$ cat config.mk
export PLATFORM = sky130hd
export DESIGN_NAME = fifo_uart_tx_flat
export DESIGN_NICKNAME = d
export VERILOG_FILES = /design/src/rtl/fifo_uart_tx_if.sv /design/src/rtl/fifo_uart_tx.sv /design/src/flat_wrapper.sv
export SDC_FILE = /design/constraint.sdc
export NUM_CORES = 1
export LEC_CHECK = 0
export BUFFER_PORTS_ARGS = -buffer_cell sky130_fd_sc_hd__clkbuf_2
export CAP_MARGIN = 0
export CORE_ASPECT_RATIO = 1.5
export CORE_MARGIN = 3
export CORE_UTILIZATION = 58
export CTS_BUF_LIST = sky130_fd_sc_hd__clkbuf_8
export DETAILED_ROUTE_END_ITERATION = 7
export PLACE_DENSITY = 0.82
export SLEW_MARGIN = 0
export SYNTH_ARGS = -nofsm -noshare
export SYNTH_HDL_FRONTEND = slang
export SYNTH_SLANG_ARGS = --single-unit
export TNS_END_PERCENT = 30
$ cat constraint.sdc
create_clock -name RCLK -period 2.6 [get_ports RCLK]
set_input_delay 0.39 -clock RCLK [delete_from_list [all_inputs] [get_ports RCLK]]
set_output_delay 0.39 -clock RCLK [all_outputs]
set_load 0.1 [all_outputs]
$ cat src/rtl/fifo_uart_tx_if.sv
// FIFO read-side handshake between an async FIFO and its UART transmitter.
// master = the consumer that pops; slave = the FIFO that supplies data.
interface fifo_uart_tx_if #(
  parameter int DATA_W = 8
);
  logic              EMPTY;
  logic [DATA_W-1:0] READ_DATA;
  logic              READ_ENABLE;

  modport master (
    output READ_ENABLE,
    input  EMPTY,
    input  READ_DATA
  );

  modport slave (
    input  READ_ENABLE,
    output EMPTY,
    output READ_DATA
  );
endinterface

$ cat src/rtl/fifo_uart_tx.sv
// Pops bytes from an async FIFO (read-clock domain) and sends them as 8N1 UART frames.
// Optional even-parity bit between data and stop when UART_TX_PARITY_EN is defined.
module fifo_uart_tx #(
  parameter int CLKS_PER_BIT = 16,
  parameter int DATA_W       = 8,
  parameter int CNT_W        = 16
) (
  input  logic             RCLK,
  input  logic             RST,
  input  logic             TX_ENABLE,
  fifo_uart_tx_if.master   fifo,
  output logic             TX_SERIAL,
  output logic             BUSY,
  output logic             BYTE_DONE,
  output logic [CNT_W-1:0] BYTE_COUNT
);

  localparam int DIV_W = $clog2(CLKS_PER_BIT);
  localparam int BIT_W = $clog2(DATA_W);
  localparam logic [DIV_W-1:0] DIV_LAST = DIV_W'(CLKS_PER_BIT - 1);
  localparam logic [BIT_W-1:0] BIT_LAST = BIT_W'(DATA_W - 1);

  typedef enum logic [2:0] {
    ST_IDLE,
    ST_FETCH,
    ST_WAIT,
    ST_START,
    ST_DATA,
`ifdef UART_TX_PARITY_EN
    ST_PARITY,
`endif
    ST_STOP
  } state_t;

  state_t            state, state_n;
  logic [DIV_W-1:0]  div, div_n;
  logic [BIT_W-1:0]  bit_idx, bit_n;
  logic [DATA_W-1:0] shift, shift_n;
  logic              bit_end;
  logic              tx_n, busy_n, done_n, re_n;
`ifdef UART_TX_PARITY_EN
  logic              parity, parity_n;
`endif

  assign bit_end = (div == DIV_LAST);

  // Outputs are derived from the next state so that every output is a flop.
  always_comb begin
    state_n = state;
    div_n   = div;
    bit_n   = bit_idx;
    shift_n = shift;
`ifdef UART_TX_PARITY_EN
    parity_n = parity;
`endif
    tx_n    = 1'b1;
    busy_n  = 1'b0;
    done_n  = 1'b0;
    re_n    = 1'b0;

    case (state)
      ST_IDLE: begin
        div_n = '0;
        if (TX_ENABLE && !fifo.EMPTY) state_n = ST_FETCH;
      end
      ST_FETCH: begin
        state_n = ST_WAIT;
      end
      ST_WAIT: begin
        shift_n = fifo.READ_DATA;
`ifdef UART_TX_PARITY_EN
        parity_n = ^fifo.READ_DATA;
`endif
        div_n   = '0;
        state_n = ST_START;
      end
      ST_START: begin
        if (bit_end) begin
          div_n   = '0;
          bit_n   = '0;
          state_n = ST_DATA;
        end else begin
          div_n = div + DIV_W'(1);
        end
      end
      ST_DATA: begin
        if (bit_end) begin
          div_n   = '0;
          shift_n = shift >> 1;
          if (bit_idx == BIT_LAST) begin
            bit_n = '0;
`ifdef UART_TX_PARITY_EN
            state_n = ST_PARITY;
`else
            state_n = ST_STOP;
`endif
          end else begin
            bit_n = bit_idx + BIT_W'(1);
          end
        end else begin
          div_n = div + DIV_W'(1);
        end
      end
`ifdef UART_TX_PARITY_EN
      ST_PARITY: begin
        if (bit_end) begin
          div_n   = '0;
          state_n = ST_STOP;
        end else begin
          div_n = div + DIV_W'(1);
        end
      end
`endif
      ST_STOP: begin
        if (bit_end) begin
          div_n   = '0;
          state_n = ST_IDLE;
        end else begin
          div_n = div + DIV_W'(1);
        end
      end
      default: begin
        div_n   = '0;
        state_n = ST_IDLE;
      end
    endcase

    re_n   = (state_n == ST_FETCH);
    busy_n = (state_n != ST_IDLE);
    done_n = (state_n == ST_STOP) && (div_n == DIV_LAST);

    case (state_n)
      ST_START:  tx_n = 1'b0;
      ST_DATA:   tx_n = shift_n[0];
`ifdef UART_TX_PARITY_EN
      ST_PARITY: tx_n = parity_n;
`endif
      default:   tx_n = 1'b1;
    endcase
  end

  // Reset drops the frame on the spot: line back to idle-high, byte not counted.
  always_ff @(posedge RCLK or negedge RST) begin
    if (!RST) begin
      state            <= ST_IDLE;
      div              <= '0;
      bit_idx          <= '0;
      shift            <= '0;
`ifdef UART_TX_PARITY_EN
      parity           <= 1'b0;
`endif
      TX_SERIAL        <= 1'b1;
      BUSY             <= 1'b0;
      BYTE_DONE        <= 1'b0;
      fifo.READ_ENABLE <= 1'b0;
      BYTE_COUNT       <= '0;
    end else begin
      state            <= state_n;
      div              <= div_n;
      bit_idx          <= bit_n;
      shift            <= shift_n;
`ifdef UART_TX_PARITY_EN
      parity           <= parity_n;
`endif
      TX_SERIAL        <= tx_n;
      BUSY             <= busy_n;
      BYTE_DONE        <= done_n;
      fifo.READ_ENABLE <= re_n;
      if (done_n && (BYTE_COUNT != '1)) BYTE_COUNT <= BYTE_COUNT + CNT_W'(1);
    end
  end

endmodule

$ cat src/flat_wrapper.sv
// flat-port wrapper written by rule: the top's interface ports become plain ports
module fifo_uart_tx_flat 
#(
  parameter int CLKS_PER_BIT = 16,
  parameter int DATA_W       = 8,
  parameter int CNT_W        = 16
)
  (RCLK, RST, TX_ENABLE, TX_SERIAL, BUSY, BYTE_DONE, BYTE_COUNT, fifo_READ_ENABLE, fifo_EMPTY, fifo_READ_DATA);
  fifo_uart_tx_if #(.DATA_W(DATA_W)) fifo_i ();
  input  logic RCLK;
  input  logic RST;
  input  logic TX_ENABLE;
  output logic TX_SERIAL;
  output logic BUSY;
  output logic BYTE_DONE;
  output logic [CNT_W-1:0] BYTE_COUNT;
  output wire logic [$bits(fifo_i.READ_ENABLE)-1:0] fifo_READ_ENABLE;
  input wire logic [$bits(fifo_i.EMPTY)-1:0] fifo_EMPTY;
  input wire logic [$bits(fifo_i.READ_DATA)-1:0] fifo_READ_DATA;
  assign fifo_READ_ENABLE = fifo_i.READ_ENABLE;
  assign fifo_i.EMPTY = fifo_EMPTY;
  assign fifo_i.READ_DATA = fifo_READ_DATA;
  fifo_uart_tx #(.CLKS_PER_BIT(CLKS_PER_BIT), .DATA_W(DATA_W), .CNT_W(CNT_W)) u_core (.RCLK(RCLK), .RST(RST), .TX_ENABLE(TX_ENABLE), .fifo(fifo_i), .TX_SERIAL(TX_SERIAL), .BUSY(BUSY), .BYTE_DONE(BYTE_DONE), .BYTE_COUNT(BYTE_COUNT));
endmodule
==> run_results.csv <==
group,metric,value,unit
pwr,power.share.sequential,0.580,
timing,finalSetupViolCount,0,
cts,insertion_delay_of_the_later_clocked_pin_in_the_worst_skew_pair,0.29,ns
outcome,outcome,"finished clean",
layout,net_count_reported_at_finish,241,
routing,route.detailed.drc,0,
routing,detail_route.iter0.violations,45,
routing,dr_total_vias,1549,
yosys,yosys.cell_types.count,43,
pwr,switching_power,0.2188,mW
routing,aggregate_routed_wire_length,3.928,mm
routing,viasPerCell,5.845,
pwr,switching_share,0.2112,
critical_path,crit_path_max_delay_family,"simple AND/OR/NAND/NOR gates",
placed_design,placed_cell_count,257,
pwr,combPwrFrac,0.034,
global_route,number_of_global_route_vias_before_repair,1601,
pwr,p_int,0.8172,mW
yosys,synth-main-ff-cell,"sky130_fd_sc_hd__dfrtp_1",
floorplan,floorplan.io_pins,32,
cts,worst_setup_hold_path_clk_slew,0.07,ns
critical_path,r2r_setup_slack,0.33,ns
critical_path,wp_data_arrival,2.45,ns
yosys,netlist.area_leader.share,0.4862,
timing,rsz0062_at_grt,"false",
timing,setup-tns-final,0,ns
global_route,grt_max_degree,39,
floorplan,die_height,76.18,um
layout,final.fill_count,233,
global_route,grt_first_pass_wirelength,6.844,mm
cts,tritoncts.num_buffers,5,
critical_path,slowest_stage,"sky130_fd_sc_hd__dfrtp_1",
floorplan,floorplan.initialDensity,0.6279,
yosys,share_of_flip_flops_with_an_asynchronous_set_or_reset,1.000,
cts,cts_root_buffer,"sky130_fd_sc_hd__clkbuf_8",
yosys,most_numerous_cell_in_the_yosys_netlist,"sky130_fd_sc_hd__dfrtp_1",
critical_path,cp-start-kind,"flip-flop",
cts,ctsResizeCount,0,
yosys,post_synth_inst_count,191,
layout,final_design_area_no_fill,0.002176,mm2
yosys,synth.area.top_cells,"sky130_fd_sc_hd__dfrtp_1, sky130_fd_sc_hd__nand2_1, sky130_fd_sc_hd__xnor2_1",
routing,average_wire_per_cell_in_the_routed_design,14.82,um
critical_path,worst_ep_required_time,2.78,ns
cts,tritoncts_clock_tree,"yes",
yosys,synth_largest_area_cell,"sky130_fd_sc_hd__dfrtp_1",
timing,timing_worst_slew_pin_value,0.9085,ns
pwr,power.share.clock,0.386,
timing,fmaxAchievable,439.6,MHz
yosys,syn-cell-area,0.001904,mm2
global_route,grt.total_usage,0.2276,
timing,final-max-slew-violation-count,0,
yosys,synth_enable_flop_cells,0,
yosys,synth.yosys.seq_area_share,0.5000,
routing,drt_first_pass_iters,4,
yosys,total_nets_after_synthesis,207,
cts,h-tree-depth,2,
pwr,leakage_power,1.077,nW
yosys,synth_warnings,0,
layout,drive_above_1_share,0.2212,
yosys,synth-seq-cells,38,
timing,maxSlewHeadroom,0.3943,
yosys,synthesized_area_per_cell,9.970,um2
timing,finalCritPeriodShare,0.8750,
critical_path,crit_path_end_kind,"flip-flop",
critical_path,max_stage_delay,0.45,ns
floorplan,die_area,0.004021,mm2
run,timing.max_cap.violations,0,
global_route,initial_antenna_violation_count,0,
placed_design,dp_hpwl,2.922,mm
timing,final.hold.worst_slack,0.2188,ns
critical_path,worstSetupPathType,"reg2reg",
timing,timing.clock.skew,0.006207,ns
placed_design,placement.cell_area,0.002086,mm2
pwr,peakVddDrop,0.3986,mV
global_route,global_route.overflow_total,0,
yosys,post_synth_top_cells,"sky130_fd_sc_hd__dfrtp_1, sky130_fd_sc_hd__nand2_1, sky130_fd_sc_hd__nand3_1, sky130_fd_sc_hd__xnor2_1",
critical_path,critical_path.n_buffers_inverters,1,
layout,instances_no_fill,265,
floorplan,core.rowCount,24,
placed_design,number_of_buffers_added_on_ports,31,
placed_design,routability_congestion_estimate,0.8686,
critical_path,worstPathCellList,"ha_1 > and3_1 > nor4_1 > o31ai_1 > nor3b_2 > buf_4 > mux2_2",
layout,num_antenna_cells,0,
routing,drtAntennaViolNets,0,
floorplan,chipWidth,52.79,um
timing,hold_viol,0,
timing,post-route-min-period,2.275,ns
cts,postCtsHoldBufs,0,
pwr,powerDensity,476.1,mW/mm2
critical_path,timing.critical_path.fanout_max,13,
cts,cts_max_path_buffers,2,
layout,syn_to_final_growth,14.26,%
cts,post_cts.repair.setup_buffers,0,
cts,number_of_clock_sinks_seen_by_cts,38,
floorplan,core-area,0.003033,mm2
hold_path,worst_hold_path_type,"in2async",
## layout make-up
| class | count | area, um2 | share of cell area |
|---|---|---|---|
| clock inverters | 2 | 7.507 | 0.003450 |
| well taps | 39 | 48.80 | 0.02243 |
| flip-flops and latches | 38 | 952.2 | 0.4376 |
| clock buffers | 6 | 82.58 | 0.03795 |
| multi-input cells | 139 | 880.8 | 0.4048 |
| inverters | 7 | 26.28 | 0.01208 |
| repair buffers | 34 | 177.7 | 0.08166 |
## layout by cell type (no fill, tap or decap), types with 3 or more instances in the layout
master	netlist	final
sky130_fd_sc_hd__o22ai_1	3	3
sky130_fd_sc_hd__nand2_1	27	27
sky130_fd_sc_hd__inv_1	7	9
sky130_fd_sc_hd__ha_1	4	4
sky130_fd_sc_hd__nand3_1	11	11
sky130_fd_sc_hd__dfrtp_1	37	37
sky130_fd_sc_hd__nand2b_1	6	6
sky130_fd_sc_hd__a22oi_1	6	6
sky130_fd_sc_hd__nand4_1	3	3
sky130_fd_sc_hd__clkbuf_8	0	6
sky130_fd_sc_hd__xor2_1	3	3
sky130_fd_sc_hd__clkbuf_2	0	31
sky130_fd_sc_hd__nor2_1	10	10
sky130_fd_sc_hd__a21oi_1	10	10
sky130_fd_sc_hd__o21ai_0	6	6
sky130_fd_sc_hd__nor3_1	4	4
sky130_fd_sc_hd__xnor2_1	11	11
sky130_fd_sc_hd__and3_1	4	4
sky130_fd_sc_hd__nor4_1	3	3
sky130_fd_sc_hd__buf_4	0	3
## metal layers
metal | vias up | track usage | part of all wire
li1 | 733 | - | -
met5 | - | 0 | 0
met3 | 10 | 0.05675 | 0.037
met4 | 0 | 0.1151 | 0.023
met1 | 770 | 0.2331 | 0.37
met2 | 36 | 0.4042 | 0.57
## metrics by stage
| stage | power [mW] | utilization | worst slack (ns) |
|---|---|---|---|
| finish | 1.036 | 0.7174 | 0.3251 |
| global route | 1.080 | 0.7174 | 0.1557 |
| CTS | 1.057 | 0.7174 | 0.3207 |
| detailed placement | 0.6483 | 0.6877 | 0.3500 |
| global placement | 0.6463 | 0.6877 | 0.4384 |
| floorplan | 0.6257 | - | 0.1301 |
## flip-flops by register name (all words and copies together), names as in the netlist
signal,flops
u_core.BUSY,1
u_core.BYTE_COUNT,16
u_core.BYTE_DONE,1
u_core.TX_SERIAL,1
u_core.bit_idx,3
u_core.div,4
u_core.fifo.READ_ENABLE,1
u_core.shift,8
u_core.state,3
## power groups by stage
stage                     Combinational, mW  Sequential (mW)  Clock, mW
after floorplan                     0.00816            0.618          0
after global placement               0.0347            0.612          0
after detailed placement             0.0361            0.612          0
after CTS                            0.0362            0.601      0.420
after global routing                 0.0397            0.601      0.439
final                                0.0352            0.601      0.400
## cell families after synthesis
logic type,count (synthesis),share of synthesized area
compound gates,35,0.1189
xor+xnor,14,0.06439
fa+ha+maj,4,0.02628
buf+inv,14,0.03745
flops,38,0.5000
mux,4,0.02234
simple gates,82,0.2306
## worst reg2reg max path, delay by kind of cell (launching register included)
kind / cells / cell delay, ns
fa+ha+maj: 1 / 0.28
mux: 1 / 0.35
simple gates: 3 / 0.73
buf+inv: 1 / 0.21
compound gates: 1 / 0.15
flops: 1 / 0.45
## final timing paths
path                                   start              endpoint  cells past startpoint
max                            u_core.div[0]  u_core.BYTE_COUNT[1]                      7
min                                      RST      u_core.BYTE_DONE                      1
max reg2reg                    u_core.div[0]  u_core.BYTE_COUNT[1]                      7
min reg2reg                  u_core.shift[4]       u_core.shift[4]                      2
max in group asynchronous                RST       u_core.shift[4]                      1
min in group RCLK          fifo_READ_DATA[1]       u_core.shift[1]                      3
Power figures use the tool's default switching activity.
